$ cat config.mk
export PLATFORM = sky130hd
export DESIGN_NAME = riscv_fetch
export DESIGN_NICKNAME = d
export VERILOG_FILES = /design/src/rtl/riscv_fetch_pkg.sv /design/src/rtl/riscv_if_id_reg.sv /design/src/rtl/riscv_fetch.sv
export SDC_FILE = /design/constraint.sdc
export NUM_CORES = 1
export LEC_CHECK = 0
export CAP_MARGIN = 20
export CORE_MARGIN = 1.5
export CORE_UTILIZATION = 44
export DETAILED_ROUTE_END_ITERATION = 8
export PLACE_DENSITY = 0.78
export REMOVE_ABC_BUFFERS = 1
export SETUP_SLACK_MARGIN = 0.1
export SLEW_MARGIN = 20
export SYNTH_ARGS = -nofsm -noshare
export SYNTH_HDL_FRONTEND = slang
export SYNTH_SLANG_ARGS = --single-unit
$ cat constraint.sdc
create_clock -name clk_i -period 4.2 [get_ports clk_i]
set_clock_uncertainty 0.05 [all_clocks]
set_input_delay 0.84 -clock clk_i [delete_from_list [all_inputs] [get_ports clk_i]]
set_output_delay 0.84 -clock clk_i [all_outputs]
set_load 0.02 [all_outputs]
$ cat src/rtl/riscv_fetch_pkg.sv
// Shared constants, state encoding and address helper for the fetch stage.
package riscv_fetch_pkg;

  localparam int unsigned DW = 32;

  localparam logic [DW-1:0] ZERO              = '0;
  localparam logic [DW-1:0] DEFAULT_RESET_PC  = ZERO;
  localparam logic [DW-1:0] DEFAULT_NOP_INSTR = 32'h0000_0013;  // ADDI x0,x0,0

  typedef enum logic [1:0] {
    S_RESET = 2'd0,
    S_WAIT  = 2'd1,
    S_HOLD  = 2'd2,
    S_KILL  = 2'd3
  } fetch_state_e;

  // Instruction fetch is word aligned; low address bits are forced to zero.
  function automatic logic [DW-1:0] align_pc(input logic [DW-1:0] addr);
    return addr & {{(DW-2){1'b1}}, 2'b00};
  endfunction

endpackage

$ cat src/rtl/riscv_if_id_reg.sv
// IF/ID pipeline register: flush beats stall, stall beats load, otherwise a bubble.
module riscv_if_id_reg
  import riscv_fetch_pkg::*;
#(
  parameter logic [DW-1:0] RESET_PC  = DEFAULT_RESET_PC,
  parameter logic [DW-1:0] NOP_INSTR = DEFAULT_NOP_INSTR
) (
  input  logic          clk,
  input  logic          rst,
  input  logic          stall,
  input  logic          flush,
  input  logic          load,
  input  logic [DW-1:0] load_instr,
  input  logic [DW-1:0] load_pc,
  output logic [DW-1:0] instr,
  output logic [DW-1:0] pc,
  output logic          valid
);

  // Register update; pc is left untouched on flush and bubble cycles.
  always_ff @(posedge clk or posedge rst) begin
    if (rst) begin
      instr <= NOP_INSTR;
      pc    <= RESET_PC;
      valid <= 1'b0;
    end else if (flush) begin
      instr <= NOP_INSTR;
      valid <= 1'b0;
    end else if (!stall) begin
      if (load) begin
        instr <= load_instr;
        pc    <= load_pc;
        valid <= 1'b1;
      end else begin
        instr <= NOP_INSTR;
        valid <= 1'b0;
      end
    end
  end

endmodule

$ cat src/rtl/riscv_fetch.sv
// Instruction fetch: pc, single-outstanding imem request FSM and a one-entry hold buffer.
module riscv_fetch
  import riscv_fetch_pkg::*;
#(
  parameter logic [DW-1:0] RESET_PC  = DEFAULT_RESET_PC,
  parameter logic [DW-1:0] NOP_INSTR = DEFAULT_NOP_INSTR
) (
  input  logic          clk_i,
  input  logic          rst_i,
  input  logic          stall_i,
  input  logic          redirect_i,
  input  logic [DW-1:0] redirect_pc_i,
  output logic          imem_req_o,
  output logic [DW-1:0] imem_addr_o,
  input  logic          imem_rvalid_i,
  input  logic [DW-1:0] imem_rdata_i,
  output logic [DW-1:0] Instruction_o,
  output logic [DW-1:0] pc_o,
  output logic          valid_o
);

  fetch_state_e  state, state_n;
  logic [DW-1:0] pc, pc_n;
  logic [DW-1:0] hold_instr, hold_instr_n;
  logic          hold_valid, hold_valid_n;
  logic          req, req_n;
  logic          pending, pending_n;
  logic          resp;
  logic          flush;
  logic          load;
  logic [DW-1:0] load_instr;

  // A response only counts once its request has been seen by memory.
  assign resp        = pending & imem_rvalid_i;
  assign imem_req_o  = req;
  assign imem_addr_o = pc;

  // State, pc, request pulse, outstanding flag and hold buffer registers.
  always_ff @(posedge clk_i or posedge rst_i) begin
    if (rst_i) begin
      state      <= S_RESET;
      pc         <= RESET_PC;
      req        <= 1'b0;
      pending    <= 1'b0;
      hold_instr <= NOP_INSTR;
      hold_valid <= 1'b0;
    end else begin
      state      <= state_n;
      pc         <= pc_n;
      req        <= req_n;
      pending    <= pending_n;
      hold_instr <= hold_instr_n;
      hold_valid <= hold_valid_n;
    end
  end

  // Next-state and IF/ID control; redirect overrides every state.
  always_comb begin
    state_n      = state;
    pc_n         = pc;
    req_n        = 1'b0;
    hold_instr_n = hold_instr;
    hold_valid_n = hold_valid;
    flush        = 1'b0;
    load         = 1'b0;
    load_instr   = imem_rdata_i;

    // Outstanding from the cycle the pulse is on the bus until rvalid.
    if (req) begin
      pending_n = 1'b1;
    end else if (imem_rvalid_i) begin
      pending_n = 1'b0;
    end else begin
      pending_n = pending;
    end

    if (redirect_i) begin
      pc_n         = align_pc(redirect_pc_i);
      flush        = 1'b1;
      hold_valid_n = 1'b0;
      // A request still in flight (or just issued) must be drained first.
      if (req || (pending && !imem_rvalid_i)) begin
        state_n = S_KILL;
      end else begin
        state_n = S_WAIT;
        req_n   = 1'b1;
      end
    end else begin
      unique case (state)
        S_RESET: begin
          state_n = S_WAIT;
          req_n   = 1'b1;
        end
        S_WAIT: begin
          if (resp) begin
            if (stall_i) begin
              hold_instr_n = imem_rdata_i;
              hold_valid_n = 1'b1;
              state_n      = S_HOLD;
            end else begin
              load  = 1'b1;
              pc_n  = pc + 32'd4;
              req_n = 1'b1;
            end
          end
        end
        // pc is frozen while holding, so it still names the buffered word.
        S_HOLD: begin
          if (!stall_i && hold_valid) begin
            load         = 1'b1;
            load_instr   = hold_instr;
            hold_valid_n = 1'b0;
            pc_n         = pc + 32'd4;
            req_n        = 1'b1;
            state_n      = S_WAIT;
          end
        end
        S_KILL: begin
          if (resp) begin
            state_n = S_WAIT;
            req_n   = 1'b1;
          end
        end
        default: state_n = S_RESET;
      endcase
    end
  end

  riscv_if_id_reg #(
    .RESET_PC  (RESET_PC),
    .NOP_INSTR (NOP_INSTR)
  ) u_if_id (
    .clk        (clk_i),
    .rst        (rst_i),
    .stall      (stall_i),
    .flush      (flush),
    .load       (load),
    .load_instr (load_instr),
    .load_pc    (pc),
    .instr      (Instruction_o),
    .pc         (pc_o),
    .valid      (valid_o)
  );

endmodule

## Word-level counts from Yosys, hierarchy flattened

Index checks and enable logic that the tools add are counted.

- Flip-flop bits (word level): 134
- Input port bits: 69
- Output and inout port bits: 98
- Logic and storage cells: 74

- $add $sub $neg: 1
- Eq/ne operators: 9
- Muxes and demuxes: 38
- Bitwise logic cells: 4
- Reduce and logical (&&, ||, !) cells: 13

Operators with widths:

| kind | count |
|---|---|
| $mux 32 | 10 |
| $pmux 32 s2 | 1 |
| $add 32x3->32 const B | 1 |
| $mux 1 | 17 |
| $reduce_and 4->1 | 4 |
| $ne 3x3->1 const B | 5 |
| $mux 2 | 6 |
| $pmux 2 s4 | 1 |
| $eq 2x2->1 const B | 2 |
| $pmux 1 s2 | 2 |
| $pmux 1 s4 | 1 |
| $not 1->1 | 3 |
| $reduce_and 3->1 | 1 |
| $reduce_bool 3->1 | 1 |
| $eq 2x1->1 const B | 1 |
| $logic_and 1x1->1 | 2 |
| $logic_not 1->1 | 2 |
| $logic_not 2->1 | 1 |
| $ne 2x1->1 const B | 1 |
| $reduce_bool 2->1 | 1 |
| $and 1x1->1 | 1 |
| $logic_or 1x1->1 | 1 |

## Logic depth before layout (Yosys ltp)

Gate-level depths: netlist (run 1).

- Depth after elaboration: 8
- Depth in mapped cells: 9
- Gate-level depth less buffers: 6

## Cells and area by module

Synthesis (run 1) repeated with hierarchy kept, for this count alone.

- Cell total of the unflattened synthesis: 552
- Area, all modules: 6,314.8 um^2

By module, submodules not included:

| module | instances | cells each | area an instance (um^2) | sequential area each (um^2) |
|---|---|---|---|---|
| riscv_fetch | 1 | 338 | 3,663.5 | 1,680.4 |
| riscv_if_id_reg | 1 | 214 | 2,651.3 | 1,630.3 |

## Worst setup path before layout (run 1)

Ideal clock, no wire load.

- Kind: in2reg
- Start point: input redirect_i
- End point: register hold_instr[10]
- Arrival: 2.100 ns
- Required time: 4.025 ns
- Slack: 1.925 ns
- Stages on the path: 6
- Path through: inv_1 > clkbuf_1 > nand2_1 > nor2_1 > buf_2 > mux2_2

- Word-level cells in the longest chain between the ends: 2

Ends and longest elaborated chain:

| item | RTL line | source |
|---|---|---|
| start: declaration | riscv_fetch.sv:11 | `input logic redirect_i,` |
| $not 1->1 (no line) | n/a |  |
| $reduce_and 4->1 (no line) | n/a |  |
| end signal: assignment | riscv_fetch.sv:52 | `hold_instr <= hold_instr_n;` |
| end: declaration | riscv_fetch.sv:24 | `logic [DW-1:0] hold_instr, hold_instr_n;` |

Every way passes these cells.
A chain may end at the register's enable or synchronous reset.

## Worst setup path in the final report (run 1)

- Start point: input stall_i
- End point: register u_if_id.instr[8]

- Word-level cells in the longest chain between the ends: 8
- Elaborated cells on any way between the ends: 14

Ends and longest elaborated chain:

| item | RTL line | source |
|---|---|---|
| start: declaration | riscv_fetch.sv:10 | `input logic stall_i,` |
| $logic_not 1->1 | n/a |  |
| $logic_and 1x1->1 | riscv_fetch.sv:109 | `if (!stall_i && hold_valid) begin` |
| $mux 1 / $mux 32 (equally long branches) | riscv_fetch.sv:109 |  |
| $pmux 1 s2 / $mux 32 (equally long branches) | riscv_fetch.sv:89 | `unique case (state)` |
| $mux 1 / $mux 32 (equally long branches) | riscv_fetch.sv:77 | `if (redirect_i) begin` |
| $mux 32 | riscv_if_id_reg.sv:30 | `if (load) begin` |
| $mux 32 | riscv_if_id_reg.sv:29 | `end else if (!stall) begin` |
| $mux 32 | riscv_if_id_reg.sv:26 | `end else if (flush) begin` |
| end signal: assignment | riscv_if_id_reg.sv:31 | `instr <= load_instr;` |
| end: declaration | riscv_if_id_reg.sv:15 | `output logic [DW-1:0] instr,` |

Parallel ways exist; a longest one is shown, timed or not. The select of a mux whose other input is x is not followed.

==> flow_summary.ini, run 1 <==
[run_status]
outcome = finished, final reports clean

[route]
via_per_inst = 5.59
drc = 0
num_vias = 4978
dr.pass1.iters = 4
drtIter0Drc = 381
drtAntennaViolNets = 0
post_drt_wl_per_cell_um = 17.9
routed_wl_um = 15900

[die]
die_area_sq_mm = 0.0146
initial_core_util_pct = 45.6
core_area_sq_mm = 0.0134
die_y_um = 121
rows = 42
pin_count = 167
die_w_um = 121

[global_routing]
grt.overflow.total = 0
antenna_found_initial = 0
grt_usage_pct = 22.8
grt_max_degree = 83
grt_pass1_vias = 5173
grt_first_pass_wirelength_um = 26000

[yosys]
synth_edf_count = 0
yosysUniqueCellTypes = 51
yosysTopAreaCell = dfrtp_1
synth_area_leaders = dfrtp_1 51%, mux2_2 12%, mux2i_1 5.1%, nand2_1 3.3%, o21ai_0 2.9%
synth.avg_cell_area_sq_um = 11.2
synthArstFlopShare_pct = 100
ys.flop_type = dfrtp_1
yosys_warnings = 0
seq_area_frac_synth_pct = 53.3
syn_area_sq_mm = 0.00611
yosysTopAreaCellShare_pct = 50.8
synthCells = 545
synth-seq-cells = 130

[critical_path]
crit_path_max_fanout = 17
start_kind = input port
endpoint = u_if_id.instr[8]
regToRegStartpoint = imem_addr_o[4]
crit_start = stall_i
cp-end-kind = flip-flop
crit_type = input port to flip-flop
cp_slowest_cell = clkdlybuf4s50_1
r2r_end = imem_addr_o[21]
reg2reg_depth = 4
slowest_delay_ns = 0.63
cp.arrival_ns = 3.08
critPathRequiredTime_ns = 4.43
crit_chain = clkdlybuf4s50_1 -> clkinv_1 -> nand3_2 -> buf_4 -> mux2i_1 -> o21ai_0
r2r_slack_ns = 1.57

[clocking]
cts_buffer_depth = 2
insertion_delay_ns = 0.42
path_clk_slew_ns = 0.06
post_cts_resized = 0
htreeDepth = 4
cts_sinks = 130
post_cts_buffers = 0
cts_tree = built
cts-root-buf = clkbuf_16
holdBufCountCts = 0
numCtsBuffers = 17

[sta]
hold_viol = 0
period_minus_slack_ns = 2.85
timing.hold.ws_ns = 0.426
drv_slew = 0
period_share_pct = 67.8
rsz0062_at_grt = no
max_freq_ghz = 0.351
maxSlewHeadroom_pct = 35.5
setup_viol = 0
tightest_slew_ns = 0.965
setup_tns_ns = 0

[pwr]
p_per_area_mw_per_mm2 = 550
peakVddDrop_uv = 443
power.leakage_nw = 3.65

[finish]
syn_to_final_growth_pct = 38.3
antennaDiodeCount = 0
num-nets-final = 775
drive_above_1_share_pct = 17.4

[placed_design]
gp_routability_congestion = 0.805
io_buffers = 160
place_hpwl_um = 10600

[flow_run]
drv_cap = 0

[hold_path]
hp-class = flip-flop to flip-flop
## placed cells by master, fill, tap and decap left out, drive strengths merged, types with 2 or more instances in the layout
master           n
dfrtp          124
dfstp            6
nor4             2
o22a             4
or4             20
clkdlybuf4s50  160
nand2b           2
and4             7
a22oi            2
o211ai           4
nand2           53
and3             4
nor2b            2
a21oi            3
clkinv           5
nor2            27
nor3             2
a221oi           2
nand4           12
mux2i           31
nand3           17
or3              4
buf              9
a31oi           22
inv             10
mux2            66
and2             4
o21ai           42
clkbuf          20
clkinvlp         6
conb             4
a21o             3
o31ai           14
ha               5
xnor2            2
## registers in the layout (all words and copies together), names as in the netlist
name / cells
state: 2
u_if_id.pc: 30
u_if_id.valid: 1
hold_valid: 1
hold_instr: 32
pending: 1
u_if_id.instr: 32
imem_req_o: 1
imem_addr_o: 30
## worst min-delay path by stage
stage	from	endpoint	slack (ns)	cells after the start
after floorplan	hold_instr[10]	hold_instr[10]	0.43	1
after detailed placement	imem_req_o	pending	0.42	1
after CTS	imem_req_o	pending	0.43	1
after global placement	u_if_id.valid	u_if_id.valid	0.41	2
after global routing	u_if_id.valid	u_if_id.valid	0.45	2
final	imem_req_o	pending	0.43	1
## through the flow
| stage | power (mW) | setup WS [ns] | instances | util, % | instance area, sq um |
|---|---|---|---|---|---|
| 2_1_floorplan | 2.61 | -0.149 | 513 | - | 5960 |
| 3_3_place_gp | 3.19 | 1.07 | 858 | 58.8 | 7880 |
| 3_5_place_dp | 3.25 | 0.960 | 858 | 58.8 | 7880 |
| 4_1_cts | 4.69 | 1.37 | 890 | 63.1 | 8450 |
| 5_1_grt | 4.87 | 1.19 | 890 | 63.1 | 8460 |
| 6_report | 4.65 | 1.35 | 890 | 63.1 | 8460 |
## critical path: cells and delay by family
kind                   cells  cell delay [ns]
buffers and inverters      3             1.35
multiplexers               1             0.27
AND/OR/NAND/NOR            1             0.51
AO/OA/AOI/OAI              1             0.10
## power breakdown
| part | switching [mW] | leakage (nW) | internal, mW |
|---|---|---|---|
| Clock | 0.552 | 0.266 | 0.858 |
| Sequential | 0.233 | 1.61 | 1.62 |
| Combinational | 0.658 | 1.78 | 0.731 |
| Total | 1.44 | 3.65 | 3.21 |
## cells by family (layout without fill, tap and decap cells)
kind of cell	Yosys count	after routing	synth area share (%)
flip-flops	130	130	53.3
AND/OR/NAND/NOR	162	162	14.1
adder cells (fa/ha/maj)	5	5	1.02
AO/OA/AOI/OAI	103	103	10.6
other	1	4	0.0613
XOR/XNOR	2	2	0.287
multiplexers	97	97	17.2
buffers and inverters	45	211	3.32
## final cells by class
cell class | instances | area, sq um
timing repair buffer | 169 | 1680
sequential | 130 | 3260
clock inverter | 12 | 108
multi-input combinational | 373 | 2680
tap | 176 | 220
inverter | 10 | 42.5
clock buffer | 20 | 467
fill | 1022 | 4940
## Yosys cell counts (4+ instances only)
library cell	n
and4_1	7
and2_1	4
buf_4	5
ha_1	5
dfrtp_1	124
o22a_1	4
and3_1	4
nand2_1	53
dfstp_2	6
o21ai_1	7
nand3_1	17
o211ai_1	4
a31oi_1	22
o21ai_0	35
clkbuf_1	18
mux2i_1	31
nand4_1	11
mux2_2	66
or3_1	4
nor2_1	27
buf_2	12
o31ai_1	14
inv_1	9
or4_1	18
## routing by layer
layer	GRT usage [%]	wire (um)	up-vias	share of wire [%]
met3	7.38	1410	19	8.9
li1	-	-	2306	-
met2	36.5	7380	218	46
met4	8.16	223	0	1.4
met5	0	0	-	0
met1	29.1	6900	2435	43
No activity file was read; power rests on OpenSTA's default activity.
==> inputs of run 2 (changes only) <==
==> constraint.sdc (replaced) <==
create_clock -name clk_i -period 2.6 [get_ports clk_i]
set_clock_uncertainty 0.05 [all_clocks]
set_input_delay 0.52 -clock clk_i [delete_from_list [all_inputs] [get_ports clk_i]]
set_output_delay 0.52 -clock clk_i [all_outputs]
set_load 0.02 [all_outputs]
==> run 2 against run 1 <==
First-iteration DRC count down 24%. Clock power up 59%. Power up 62%. Routed wire length about the same. Sequential share of layout area down 0.49 points. Combinational power up 64%. Sequential power up 62%. Die area unchanged. Core utilization up 0.81 points. Via count about the same. Largest power group unchanged. Highest routed layer unchanged.
==> flow_summary.ini, run 2 (synthesis results as in run 1) <==
[finish]
seqCellArea_sq_mm = 0.00326
multi_input_area_sq_mm = 0.00268
num-nets-final = 786
final_cells = 899
most-common-layout-cells = 160 x clkdlybuf4s50_1, 124 x dfrtp_1, 66 x mux2_2
drive_above_1_share_pct = 17.7
layout_commonest_cell = clkdlybuf4s50_1
syn_to_final_growth_pct = 40.1
fin_area_sq_mm = 0.00856
largest_registers = hold_instr: 32 flops, u_if_id.instr: 32 flops
nFillCells = 1003

[route]
via_per_inst = 5.53
post_drt_wl_per_cell_um = 17.7
routed_wl_um = 15900
drtAntennaViolNets = 0
dr.pass1.iters = 4
drc = 0
num_vias = 4974
drtIter0Drc = 288

[pwr]
power_frac_seq_pct = 39.8
p_switching_mw = 2.24
p_per_area_mw_per_mm2 = 877
peakVddDrop_uv = 691
swShare_pct = 29.8
p_int_mw = 5.27
finalPower_mw = 7.51
comb_power_share_pct = 30.3
power.leakage_nw = 3.73
p_clk_share_pct = 29.9

[clocking]
post_cts_resized = 0
post_cts_buffers = 0
cts_tree = built
path_clk_slew_ns = 0.06
holdBufCountCts = 0
insertion_delay_ns = 0.41
cts_sinks = 130
cts_buffer_depth = 2
htreeDepth = 4
cts-root-buf = clkbuf_16
numCtsBuffers = 17

[critical_path]
crit_type = flip-flop to flip-flop
endpoint = imem_addr_o[20]
r2r_end = imem_addr_o[20]
cp.depth = 6
crit_start = state[0]
cp_slowest_cell = or4_4
regToRegStartpoint = state[0]
slowest_delay_ns = 0.55
crit_chain = inv_1 -> ha_1 -> mux2i_1 -> or4_4 -> or4_1 -> a31oi_1
start_kind = flip-flop
timing.critical_path.buf_inv = 1
crit_path_max_fanout = 7
reg2reg_depth = 6
r2r_slack_ns = 0.23
critPathRequiredTime_ns = 2.87
cp.arrival_ns = 2.64
cp_top_family = simple AND/OR/NAND/NOR gates
cp-end-kind = flip-flop

[placed_design]
gp_routability_congestion = 0.885
place_hpwl_um = 11000
placedCellCount = 869
io_buffers = 160
place_area_sq_mm = 0.00801
place_ws_ns = 0.0205

[global_routing]
grt_first_pass_wirelength_um = 26000
grt_pass1_vias = 5166
grt.overflow.total = 0
grt_usage_pct = 22.8
grt_max_degree = 74
antenna_found_initial = 0

[sta]
setup_viol = 0
timing.final.ws_setup_ns = 0.233
tightest_slew_ns = 0.665
drv_slew = 0
hold_viol = 0
period_share_pct = 91.0
setup_tns_ns = 0
max_freq_ghz = 0.422
rsz0062_at_grt = no
maxSlewHeadroom_pct = 55.3
period_minus_slack_ns = 2.37

[die]
rows = 42
initial_core_util_pct = 45.6
die_w_um = 121
core_area_sq_mm = 0.0134
die_area_sq_mm = 0.0146
die_y_um = 121
pin_count = 167

[flow_run]
drv_cap = 0

[run_status]
outcome = finished, final reports clean

[hold_path]
hp-class = flip-flop to flip-flop
## run 2: worst register-to-register path, cell delays in order, from the launching register on
cell and delay (ns):
dfrtp_1 0.39, inv_1 0.10, ha_1 0.34, mux2i_1 0.17, or4_4 0.55, or4_1 0.48
a31oi_1 0.18
## run 2: final cells by class
class                      count  area share [%]
antenna                        1          0.0292
clock buffer                  23            5.46
clock inverter                 6           0.964
inverter                      10           0.467
multi-input combinational    373            31.2
sequential                   130            38.1
tap                          176            2.57
timing repair buffer         180            21.2
## run 2: power by group through the flow
stage | Combinational (mW) | Sequential (mW) | Clock [mW]
floorplan | 0.906 | 3.31 | 0
finish | 2.28 | 2.99 | 2.24
detailed placement | 2.29 | 3.02 | 0
global placement | 2.23 | 2.97 | 0
CTS | 2.30 | 2.99 | 2.29
global route | 2.44 | 3.06 | 2.39
## run 2: metal layers
metal  global-route usage [%]  wire length (um)  vias to the layer above  part of all wire, %
met5                        0                 0                        -                    0
li1                         -                 -                     2339                    -
met1                     29.9              6940                     2435                   44
met2                     36.8              7660                      196                   48
met4                     6.47                53                        0                 0.33
met3                     6.91              1260                        4                  7.9
## run 2: per-stage QoR
step           hold WS (ns)  util (%)
3_5_place_dp          0.421      59.8
6_report              0.427      63.9
2_1_floorplan         0.430         -
3_3_place_gp          0.409      59.8
4_1_cts               0.433      63.9
5_1_grt               0.455      63.9
## run 2: worst min-delay path by stage
stage / from / end / depth (start not counted)
4_1_cts: u_if_id.instr[30] / u_if_id.instr[30] / 2
3_5_place_dp: u_if_id.instr[30] / u_if_id.instr[30] / 2
6_report: u_if_id.instr[30] / u_if_id.instr[30] / 2
3_3_place_gp: u_if_id.valid / u_if_id.valid / 2
2_1_floorplan: hold_instr[10] / hold_instr[10] / 1
5_1_grt: u_if_id.instr[13] / u_if_id.instr[13] / 2
==> inputs of run 3 (changes only) <==
--- a/config.mk
+++ b/config.mk
@@ -5,11 +5,11 @@
 export SDC_FILE = /design/constraint.sdc
 export NUM_CORES = 1
 export LEC_CHECK = 0
-export CAP_MARGIN = 20
+export CAP_MARGIN = 10
 export CORE_MARGIN = 1.5
-export CORE_UTILIZATION = 44
+export CORE_UTILIZATION = 49
 export DETAILED_ROUTE_END_ITERATION = 8
-export PLACE_DENSITY = 0.78
+export PLACE_DENSITY = 0.82
 export REMOVE_ABC_BUFFERS = 1
 export SETUP_SLACK_MARGIN = 0.1
 export SLEW_MARGIN = 20
==> constraint.sdc (replaced) <==
create_clock -name clk_i -period 2.4 [get_ports clk_i]
set_clock_uncertainty 0.05 [all_clocks]
set_input_delay 0.48 -clock clk_i [delete_from_list [all_inputs] [get_ports clk_i]]
set_output_delay 0.48 -clock clk_i [all_outputs]
set_load 0.02 [all_outputs]
==> run 3 against run 2 <==
Global-route usage up 2.5 points. Maximum frequency up 8.0%. Cell area up 1.9%. Worst setup slack worse by 0.025 ns. Via count up 3.7%. Count of clock-buffer cells in the layout unchanged. Highest routed layer unchanged. Combinational power up 14%. First-iteration DRC count up 27%. Critical path depth up 3. Routed wire length up 2.5%.
==> flow_summary.ini, run 3 (synthesis results as in run 1) <==
[run_status]
outcome = finished, final reports clean

[finish]
final_cells = 908
layout_commonest_cell = clkdlybuf4s50_1
most-common-layout-cells = 160 x clkdlybuf4s50_1, 124 x dfrtp_1, 65 x mux2_2
syn_to_final_growth_pct = 42.8
fin_area_sq_mm = 0.00873
nFillCells = 872
num-nets-final = 804
seqCellArea_sq_mm = 0.00326
multi_input_area_sq_mm = 0.00270
largest_registers = hold_instr: 32 flops, u_if_id.instr: 32 flops
antennaDiodeCount = 0
drive_above_1_share_pct = 20.5

[pwr]
peakVddDrop_uv = 669
p_per_area_mw_per_mm2 = 929
power.leakage_nw = 3.83

[sta]
period_minus_slack_ns = 2.19
period_share_pct = 91.3
max_freq_ghz = 0.456
hold_viol = 0
drv_slew = 0
rsz0062_at_grt = no
setup_viol = 0

[route]
post_drt_wl_per_cell_um = 18.0
routed_wl_um = 16300
drc = 0
num_vias = 5160
drtIter0Drc = 365
drtAntennaViolNets = 0
via_per_inst = 5.68
dr.pass1.iters = 5

[critical_path]
slowest_delay_ns = 0.54
timing.critical_path.buf_inv = 4
crit_path_max_fanout = 7
cp_slowest_cell = or4_1
critPathMostFrequentCell = buf_4
crit_chain = inv_2 -> ha_4 -> buf_4 -> a21bo_2 -> nand4_1 -> buf_6 -> buf_4 -> or4_1 -> nand3_1
cp.arrival_ns = 2.49
cp-end-kind = flip-flop
crit_type = flip-flop to flip-flop
cp_top_family = simple AND/OR/NAND/NOR gates
start_kind = flip-flop
critPathRequiredTime_ns = 2.70

[die]
die_w_um = 115
rows = 40
die_y_um = 115
initial_core_util_pct = 50.5
pin_count = 167
die_area_sq_mm = 0.0132
core_area_sq_mm = 0.0121

[placed_design]
place_hpwl_um = 11100
place_area_sq_mm = 0.00810
io_buffers = 160
gp_routability_congestion = 0.894
placedCellCount = 872

[clocking]
path_clk_slew_ns = 0.05
cts_sinks = 130
cts-root-buf = clkbuf_16
insertion_delay_ns = 0.42
cts_tree = built
htreeDepth = 4
holdBufCountCts = 0
cts_buffer_depth = 2
numCtsBuffers = 17

[flow_run]
drv_cap = 0

[global_routing]
antenna_found_initial = 0
grt.overflow.total = 0
grt_first_pass_wirelength_um = 25700
grt_max_degree = 43
grt_usage_pct = 25.3
grt_pass1_vias = 5245

[hold_path]
hp-class = input port to asynchronous set/reset pin
[run 3: final cells by class]
cell class              instances  share of cell area [%]
flip-flops and latches        130                    37.3
inverters                      10                   0.459
multi-input cells             373                    30.9
clock buffers                  23                    5.59
clock inverters                 6                   0.373
repair buffers                198                    22.9
well taps                     168                    2.41
[run 3: worst paths after layout]
kind | startpoint | to | slack [ns] | depth (start not counted)
worst max register to register | state[1] | imem_addr_o[31] | 0.21 | 9
worst max-delay path | state[1] | imem_addr_o[31] | 0.21 | 9
max in group asynchronous | rst_i | u_if_id.instr[19] | 1.26 | 3
worst min register to register | imem_req_o | pending | 0.43 | 1
min in group clk_i | imem_req_o | pending | 0.43 | 1
worst min-delay path | rst_i | u_if_id.instr[3] | 0.40 | 2
[run 3: power by group]
part	switching, mW	internal [mW]
Combinational	1.18	1.42
Sequential	0.405	2.83
Clock	0.881	1.40
[run 3: metal layers]
metal,routed length (um),GRT usage [%],up-vias
met4,269,8.97,0
met3,1490,8.84,26
li1,-,-,2367
met2,7820,41.2,224
met1,6740,31.4,2543
met5,0,0,-
[run 3: what timing repair did]
action,in CTS,in global routing
endpoints found under the setup margin,1,13
pin swaps,1,3
resized for setup,0,7
buffers inserted,0,5
endpoints found under the hold margin,0,0
gates cloned,0,2
[run 3: metrics by stage]
step | hold WS [ns] | setup TNS [ns] | worst slack [ns] | util [%] | power [mW]
6_report | 0.398 | 0 | 0.208 | 72.1 | 8.11
5_1_grt | 0.434 | 0 | 0.101 | 72.1 | 8.52
4_1_cts | 0.400 | 0 | 0.103 | 71.1 | 8.09
3_5_place_dp | 0.420 | -0.243 | -0.0584 | 66.8 | 5.76
3_3_place_gp | 0.410 | -0.0237 | -0.0237 | 66.8 | 5.67
2_1_floorplan | 0.430 | -306.70 | -1.59 | - | 4.56
